[config.mk]
export PLATFORM = sky130hd
export DESIGN_NAME = ibuf_pwr_ctrl
export DESIGN_NICKNAME = d
export VERILOG_FILES = /design/src/rtl/ibuf_pwr_ctrl.sv
export SDC_FILE = /design/constraint.sdc
export NUM_CORES = 1
export LEC_CHECK = 0
export BUFFER_PORTS_ARGS = -buffer_cell sky130_fd_sc_hd__buf_2
export CORE_MARGIN = 5
export CORE_UTILIZATION = 25
export CTS_BUF_LIST = sky130_fd_sc_hd__clkbuf_8 sky130_fd_sc_hd__clkbuf_16
export DETAILED_ROUTE_END_ITERATION = 10
export MAX_ROUTING_LAYER = met4
export PLACE_DENSITY_LB_ADDON = 0.12
export SYNTH_ARGS = -nofsm -noshare
export SYNTH_HDL_FRONTEND = slang
export SYNTH_SLANG_ARGS = --single-unit
[constraint.sdc]
create_clock -name clk -period 3.2 [get_ports clk]
set_clock_uncertainty 0.15 [all_clocks]
set_input_delay 0.64 -clock clk [delete_from_list [all_inputs] [get_ports clk]]
set_output_delay 0.64 -clock clk [all_outputs]
set_load 0.05 [all_outputs]
[src/rtl/ibuf_pwr_ctrl.sv]
// Per-lane power sequencing for differential input buffers. A single shared
// wake engine settles one lane at a time; idle lanes drop back to disabled.
module ibuf_pwr_ctrl #(
  parameter int N    = 4,
  parameter int WAKE = 8,
  parameter int IDLE = 16
) (
  input  logic         clk,
  input  logic         nreset,
  input  logic [N-1:0] req,
  input  logic         force_on,
  output logic [N-1:0] ibufdisable,
  output logic [N-1:0] ready,
  output logic         busy
);

  localparam int PW = (N > 1) ? $clog2(N) : 1;
  localparam logic [7:0] WAKE_LD = 8'(WAKE - 1);
  localparam logic [7:0] IDLE_LD = 8'(IDLE);

  typedef enum logic [2:0] {S_OFF, S_WAIT, S_WAKE, S_ON, S_HOLD} state_t;

  state_t        state_r  [N];
  state_t        state_s  [N];
  logic [7:0]    idle_r   [N];
  logic [7:0]    idle_s   [N];
  logic [7:0]    wake_cnt_r;
  logic [7:0]    wake_cnt_s;
  logic [PW-1:0] ptr_r;
  logic [PW-1:0] idx_s;
  logic [PW-1:0] gnt_idx_s;
  logic          gnt_any_s;
  logic          wake_busy_s;
  logic [N-1:0]  req_s;
  logic [N-1:0]  dis_s;
  logic [N-1:0]  rdy_s;
  logic [N-1:0]  act_s;
  logic [N-1:0]  act_r;
  logic [N-1:0]  ibufdisable_r;
  logic [N-1:0]  ready_r;
  logic          busy_r;

  // Round-robin grant of the shared wake engine, only while no lane is waking
  always_comb begin
    req_s       = req | {N{force_on}};
    wake_busy_s = 1'b0;
    gnt_any_s   = 1'b0;
    gnt_idx_s   = '0;
    idx_s       = '0;
    for (int i = 0; i < N; i++) begin
      wake_busy_s = wake_busy_s | (state_r[i] == S_WAKE);
    end
    for (int j = 0; j < N; j++) begin
      idx_s = PW'((int'(ptr_r) + j) % N);
      if (!wake_busy_s && !gnt_any_s && (state_r[idx_s] == S_WAIT) && req_s[idx_s]) begin
        gnt_any_s = 1'b1;
        gnt_idx_s = idx_s;
      end else begin
        gnt_any_s = gnt_any_s;
      end
    end
  end

  // Per-lane next state, idle counters and the shared wake counter
  always_comb begin
    if (gnt_any_s) begin
      wake_cnt_s = WAKE_LD;
    end else if (wake_busy_s && (wake_cnt_r != 8'd0)) begin
      wake_cnt_s = wake_cnt_r - 8'd1;
    end else begin
      wake_cnt_s = wake_cnt_r;
    end
    for (int i = 0; i < N; i++) begin
      state_s[i] = state_r[i];
      idle_s[i]  = idle_r[i];
      case (state_r[i])
        S_OFF: begin
          if (req_s[i]) state_s[i] = S_WAIT;
          else          state_s[i] = S_OFF;
        end
        S_WAIT: begin
          if (!req_s[i])                                  state_s[i] = S_OFF;
          else if (gnt_any_s && (gnt_idx_s == PW'(i)))    state_s[i] = S_WAKE;
          else                                            state_s[i] = S_WAIT;
        end
        // A dropped request does not abort a wake already in progress
        S_WAKE: begin
          if (wake_cnt_r == 8'd0) state_s[i] = S_ON;
          else                    state_s[i] = S_WAKE;
        end
        S_ON: begin
          if (!req_s[i]) begin
            state_s[i] = S_HOLD;
            idle_s[i]  = IDLE_LD;
          end else begin
            state_s[i] = S_ON;
          end
        end
        S_HOLD: begin
          if (req_s[i]) begin
            state_s[i] = S_ON;
            idle_s[i]  = 8'd0;
          end else if (idle_r[i] <= 8'd1) begin
            state_s[i] = S_OFF;
            idle_s[i]  = 8'd0;
          end else begin
            state_s[i] = S_HOLD;
            idle_s[i]  = idle_r[i] - 8'd1;
          end
        end
        default: begin
          state_s[i] = S_OFF;
          idle_s[i]  = 8'd0;
        end
      endcase
    end
  end

  // Output decode from the current lane states, registered below
  always_comb begin
    dis_s = '0;
    rdy_s = '0;
    act_s = '0;
    for (int i = 0; i < N; i++) begin
      dis_s[i] = (state_r[i] == S_OFF)  || (state_r[i] == S_WAIT);
      rdy_s[i] = (state_r[i] == S_ON)   || (state_r[i] == S_HOLD);
      act_s[i] = (state_r[i] == S_WAIT) || (state_r[i] == S_WAKE);
    end
  end

  // State, counters, pointer and registered outputs
  always_ff @(posedge clk or negedge nreset) begin
    if (!nreset) begin
      for (int i = 0; i < N; i++) begin
        state_r[i] <= S_OFF;
        idle_r[i]  <= 8'd0;
      end
      wake_cnt_r    <= 8'd0;
      ptr_r         <= '0;
      act_r         <= '0;
      ibufdisable_r <= '1;
      ready_r       <= '0;
      busy_r        <= 1'b0;
    end else begin
      for (int i = 0; i < N; i++) begin
        state_r[i] <= state_s[i];
        idle_r[i]  <= idle_s[i];
      end
      wake_cnt_r <= wake_cnt_s;
      if (gnt_any_s) begin
        ptr_r <= (gnt_idx_s == PW'(N - 1)) ? '0 : gnt_idx_s + PW'(1);
      end else begin
        ptr_r <= ptr_r;
      end
      act_r         <= act_s;
      ibufdisable_r <= dis_s;
      ready_r       <= rdy_s;
      busy_r        <= |act_r;
    end
  end

  assign ibufdisable = ibufdisable_r;
  assign ready       = ready_r;
  assign busy        = busy_r;

endmodule

# Yosys cells after proc, flatten, opt, wreduce, memory -nomap -nowiden
# Index checks and enable logic that the tools add are counted.
[totals]
register_bits = 67
input_bits = 7
out_inout_bits = 9
wordCells = 199
[op_classes]
add_sub_neg = 9
n_lt_le_gt_ge = 12
n_eq_ne = 27
n_mux = 76
n_bitwise = 12
reduce_logical = 49
[op_table]
columns = ["operator", "n"]
rows = [
  ["$mux W8", 14],
  ["$pmux W8 S3", 4],
  ["$mux W3", 20],
  ["$pmux W3 S5", 4],
  ["$sub A8 B1 Y8 const B", 5],
  ["$le A8 B1 Y1 const B", 4],
  ["$mux W2", 13],
  ["$bmux W3 S2", 4],
  ["$eq A3 B1 Y1 const B", 8],
  ["$eq A3 B2 Y1 const B", 8],
  ["$logic_and A1 B1 Y1", 16],
  ["$mux W1", 13],
  ["$eq A3 B3 Y1 const B", 4],
  ["$ge A3 B3 Y1 const B", 4],
  ["$logic_not A3 Y1", 4],
  ["$logic_or A1 B1 Y1", 12],
  ["$lt A2 B3 Y1 const B", 4],
  ["$not A2 Y3", 4],
  ["$reduce_or A3 Y1", 4],
  ["$bmux W1 S2", 4],
  ["$logic_not A8 Y1", 1],
  ["$ne A2 B2 Y1 const B", 4],
  ["$reduce_and A2 Y1", 4],
  ["$reduce_bool A8 Y1", 1],
  ["other kinds (11)", 22],
]

# Depth between registers and ports, before layout
[depth]
word_depth = 28
mapped_depth = 12
mapped_depth_nobuf = 11

# Worst setup path after synthesis
# Ideal clock, no wire load.
[synth_timing]
kind = "input port to flip-flop"
start = "input port force_on"
end = "register state_r[0] (netlist bit)"
arrival_ns = 2.631
required_ns = 2.913
slack_ns = 0.282
stages = 11
n_path_buf = 1
cell_sequence = "buf_2 nor2_1 nand3b_1 nor2_1 nor2_1 nor2_1 a2111oi_0 ha_1 nand2_1 nor3_1 o41ai_1"
[synth_rtl]
columns = ["item", "line_no", "source"]
rows = [
  ["from (decl)", "11", "input logic force_on,"],
  ["to (signal, indexed assignment)", "146", "state_r[i] <= state_s[i];"],
  ["to (decl)", "23", "state_t state_r [N];"],
]

# Worst setup path in the final report
[layout_timing]
start = "register idle_r[19] (netlist bit)"
end = "register idle_r[22] (netlist bit)"
[layout_via]
elab_chain_cells = 4
[layout_rtl]
columns = ["item", "line_no", "source"]
rows = [
  ["from (decl)", "25", "logic [7:0] idle_r [N];"],
  ["from (signal, indexed assignment)", "147", "idle_r[i] <= idle_s[i];"],
  ["$sub A8 B1 Y8 / $le A8 B1 Y1 (equally long branches)", "108, 103", ""],
  ["$mux W8 (*)", "103", "end else if (idle_r[i] <= 8'd1) begin"],
  ["$mux W8 (*)", "100", "if (req_s[i]) begin"],
  ["$pmux W8 S3 (*)", "76", "case (state_r[i])"],
]
# Every way passes the cells marked *; elsewhere a longest branch is shown, timed or not.
# A chain may end at the register's enable or synchronous reset.

==> flow_metrics.env <==
export IMPL_critPathKind="reg -> reg"
export IMPL_final_core_util=0.299
export IMPL_path_clk_slew_ns=0.06
export IMPL_drt_wirelength_per_cell_um=13.7
export IMPL_cts_sinks=67
export IMPL_synth_edf_count=0
export IMPL_seqPwrFrac=0.338
export IMPL_rsz0062_at_grt="false"
export IMPL_arrival_ns=2.81
export IMPL_clock_root_buffer="clkbuf_16"
export IMPL_port_buffers=15
export IMPL_grt_remaining_overflow=0
export IMPL_fin_tns_setup_ns=0
export IMPL_nets=446
export IMPL_htree_levels=3
export IMPL_clock_latency_ns=0.34
export IMPL_first_iter_violations=181
export IMPL_die_area_um2=17400
export IMPL_maxSlewViolCount=0
export IMPL_syn_num_nets=419
export IMPL_power_density_nw_per_um2=934
export IMPL_syn_avg_cell_area_um2=9.32
export IMPL_grt_pass1_wl_mm=14.6
export IMPL_grt_pass1_vias=2853
export IMPL_slowest_stage="o311ai_0"
export IMPL_r2r_start="idle_r[19]$_DFFE_PN0P_"
export IMPL_clockBufferDepth=2
export IMPL_cts_setup_buffers=0
export IMPL_ys_warn_count=0
export IMPL_cp_start_kind="flip-flop"
export IMPL_min_period_ns=2.74
export IMPL_hold_viol_final=0
export IMPL_switchingPower_uw=1670
export IMPL_startpoint="idle_r[19]$_DFFE_PN0P_"
export IMPL_firstDrtPassIters=4
export IMPL_grt_antenna_before_repair=0
export IMPL_leakagePower_uw=0.00184
export IMPL_start_util=0.255
export IMPL_drive_gt1_frac=0.172
export IMPL_async_flop_share=1.00
export IMPL_synth_cell_area_um2=3710
export IMPL_worstPathRequired_ns=3.27
export IMPL_end_kind="flip-flop"
export IMPL_cap_violations=0
export IMPL_num_rows=44
export IMPL_num_vias=3002
export IMPL_p_clk_frac=0.244
export IMPL_switching_share=0.412
export IMPL_slowest_delay_ns=0.80
export IMPL_antenna_left=0
export IMPL_io_pins=16
export IMPL_wl_mm=8.42
export IMPL_crit_chain="nor4_1 > nand2b_1 > o311ai_0 > buf_4 > a21oi_1 > o21ai_0 > o31ai_1"
export IMPL_hold_buffers=0
export IMPL_ir_drop_mv=0.376
export IMPL_drcViolationCount=0
export IMPL_grt_use_total=0.107
export IMPL_synth_seq_cells=67
export IMPL_hpwl_mm=5.79
export IMPL_internal_power_uw=2390
export IMPL_cts_tree="done"
export IMPL_fp_dieW_um=132
export IMPL_fmax_mhz=365
export IMPL_period_share=0.857
export IMPL_cts_resized=0
export IMPL_setup_viol=0
export IMPL_numCtsBuffers=9
export IMPL_syn_inst=398
export IMPL_fp_dieH_um=132
export IMPL_ys_flop_type="dfrtp_1"
export IMPL_status="completed"
export IMPL_min_path_type="in -> async"
export IMPL_comb_power_share=0.418
export IMPL_slew_headroom=0.331
export IMPL_routabilityCongestion=0.750
export IMPL_antenna_cells=0
export IMPL_cp_num_buf_inv=1
export IMPL_crit_family="compound AO/OA/AOI/OAI gates"
export IMPL_synth_distinct_cells=60
export IMPL_synth_seq_area_share=0.453
export IMPL_worstMarginPinSlew_ns=1.00
export IMPL_critPathMaxFanout=7
export IMPL_syn_to_final_growth_pct=17.0
export IMPL_grt_max_degree=41
export IMPL_drt_vias_per_instance=4.89
export IMPL_fp_coreArea_um2=14500
-- layout make-up --
cell class                      count  area, µm²
Inverter                           17       63.8
Multi-Input combinational cell    295       1850
Timing Repair Buffer               35        225
Clock buffer                       10        239
Sequential cell                    67       1680
Clock inverter                      6       55.1
Tap cell                          184        230
Fill cell                        1543      10200
-- flip-flops by register name (all words and copies together) (netlist names) --
| register | flops |
|---|---|
| ibufdisable | 4 |
| ready | 4 |
| act_r | 4 |
| state_r | 12 |
| wake_cnt_r | 8 |
| ptr_r | 2 |
| idle_r | 32 |
| busy | 1 |
-- cell usage after synthesis (5+ instances only) --
master	number	area, µm²
dfrtp_1	63	1580
nor2_1	49	184
o21ai_0	39	195
nand2_1	38	143
nor3_1	17	85.1
a21oi_1	15	75.1
inv_1	15	56.3
ha_1	14	175
xnor2_1	12	105
a31oi_1	9	56.3
o41ai_1	8	70.1
buf_2	7	35.0
nand2b_1	7	43.8
nor3b_1	7	52.6
clkbuf_1	5	18.8
nor4_1	5	31.3
o22ai_1	5	31.3
o31ai_1	5	37.5
or3_1	5	31.3
-- logic make-up after synthesis --
group,count (synthesis),share of synthesized area
AND/OR/NAND/NOR,153,0.208
XOR/XNOR,16,0.0378
flip-flops,67,0.453
AO/OA/AOI/OAI,110,0.199
buffers and inverters,36,0.0489
multiplexers,2,0.00540
adder cells (fa/ha/maj),14,0.0472
-- metrics by stage --
step	total power [µW]	std cells	hold WS (ns)	cell area (µm²)	setup WS, ns
global route	4400	614	0.195	4340	0.302
CTS	4130	614	0.164	4340	0.531
floorplan	2710	398	0.194	3710	0.282
detailed placement	3100	598	0.275	4050	0.291
global placement	3100	598	0.277	4050	0.341
finish	4060	614	0.153	4340	0.459
-- power groups by stage --
stage	clock network, µW	logic (µW)	registers [µW]
final	989	1690	1370
after global routing	1070	1920	1420
after CTS	1030	1720	1370
after detailed placement	0	1720	1380
after global placement	0	1710	1390
after floorplan	0	1240	1470
-- cells in the final DEF (no fill, tap or decap), types with 5 or more instances in the layout --
cell,netlist,layout
a21oi_1,15,15
a31oi_1,9,9
buf_2,7,15
buf_4,2,20
clkbuf_16,0,9
clkinv_2,0,5
dfrtp_1,63,63
ha_1,14,14
inv_1,15,15
nand2_1,38,38
nand2b_1,7,7
nor2_1,49,49
nor3_1,17,17
nor3b_1,7,7
nor4_1,5,5
o21ai_0,39,39
o22ai_1,5,5
o31ai_1,5,5
o41ai_1,8,8
or3_1,5,5
xnor2_1,12,12
-- worst paths after layout --
path                                       endpoint  slack [ns]  depth (start not counted)
max                          idle_r[22]$_DFFE_PN0P_        0.46                          7
min                          idle_r[10]$_DFFE_PN0P_        0.15                          2
max reg2reg                  idle_r[22]$_DFFE_PN0P_        0.46                          7
min reg2reg                          busy$_DFF_PN0_        0.28                          1
max in group asynchronous  ibufdisable[3]$_DFF_PN1_        2.29                          2
min in group clk                     busy$_DFF_PN0_        0.28                          1
-- routing by layer --
layer,track usage,wire (µm)
met1,0.142,4110
met3,0.0374,411
met2,0.148,3750
met4,0.0400,142
met5,-,0
Power figures use the tool's default switching activity.
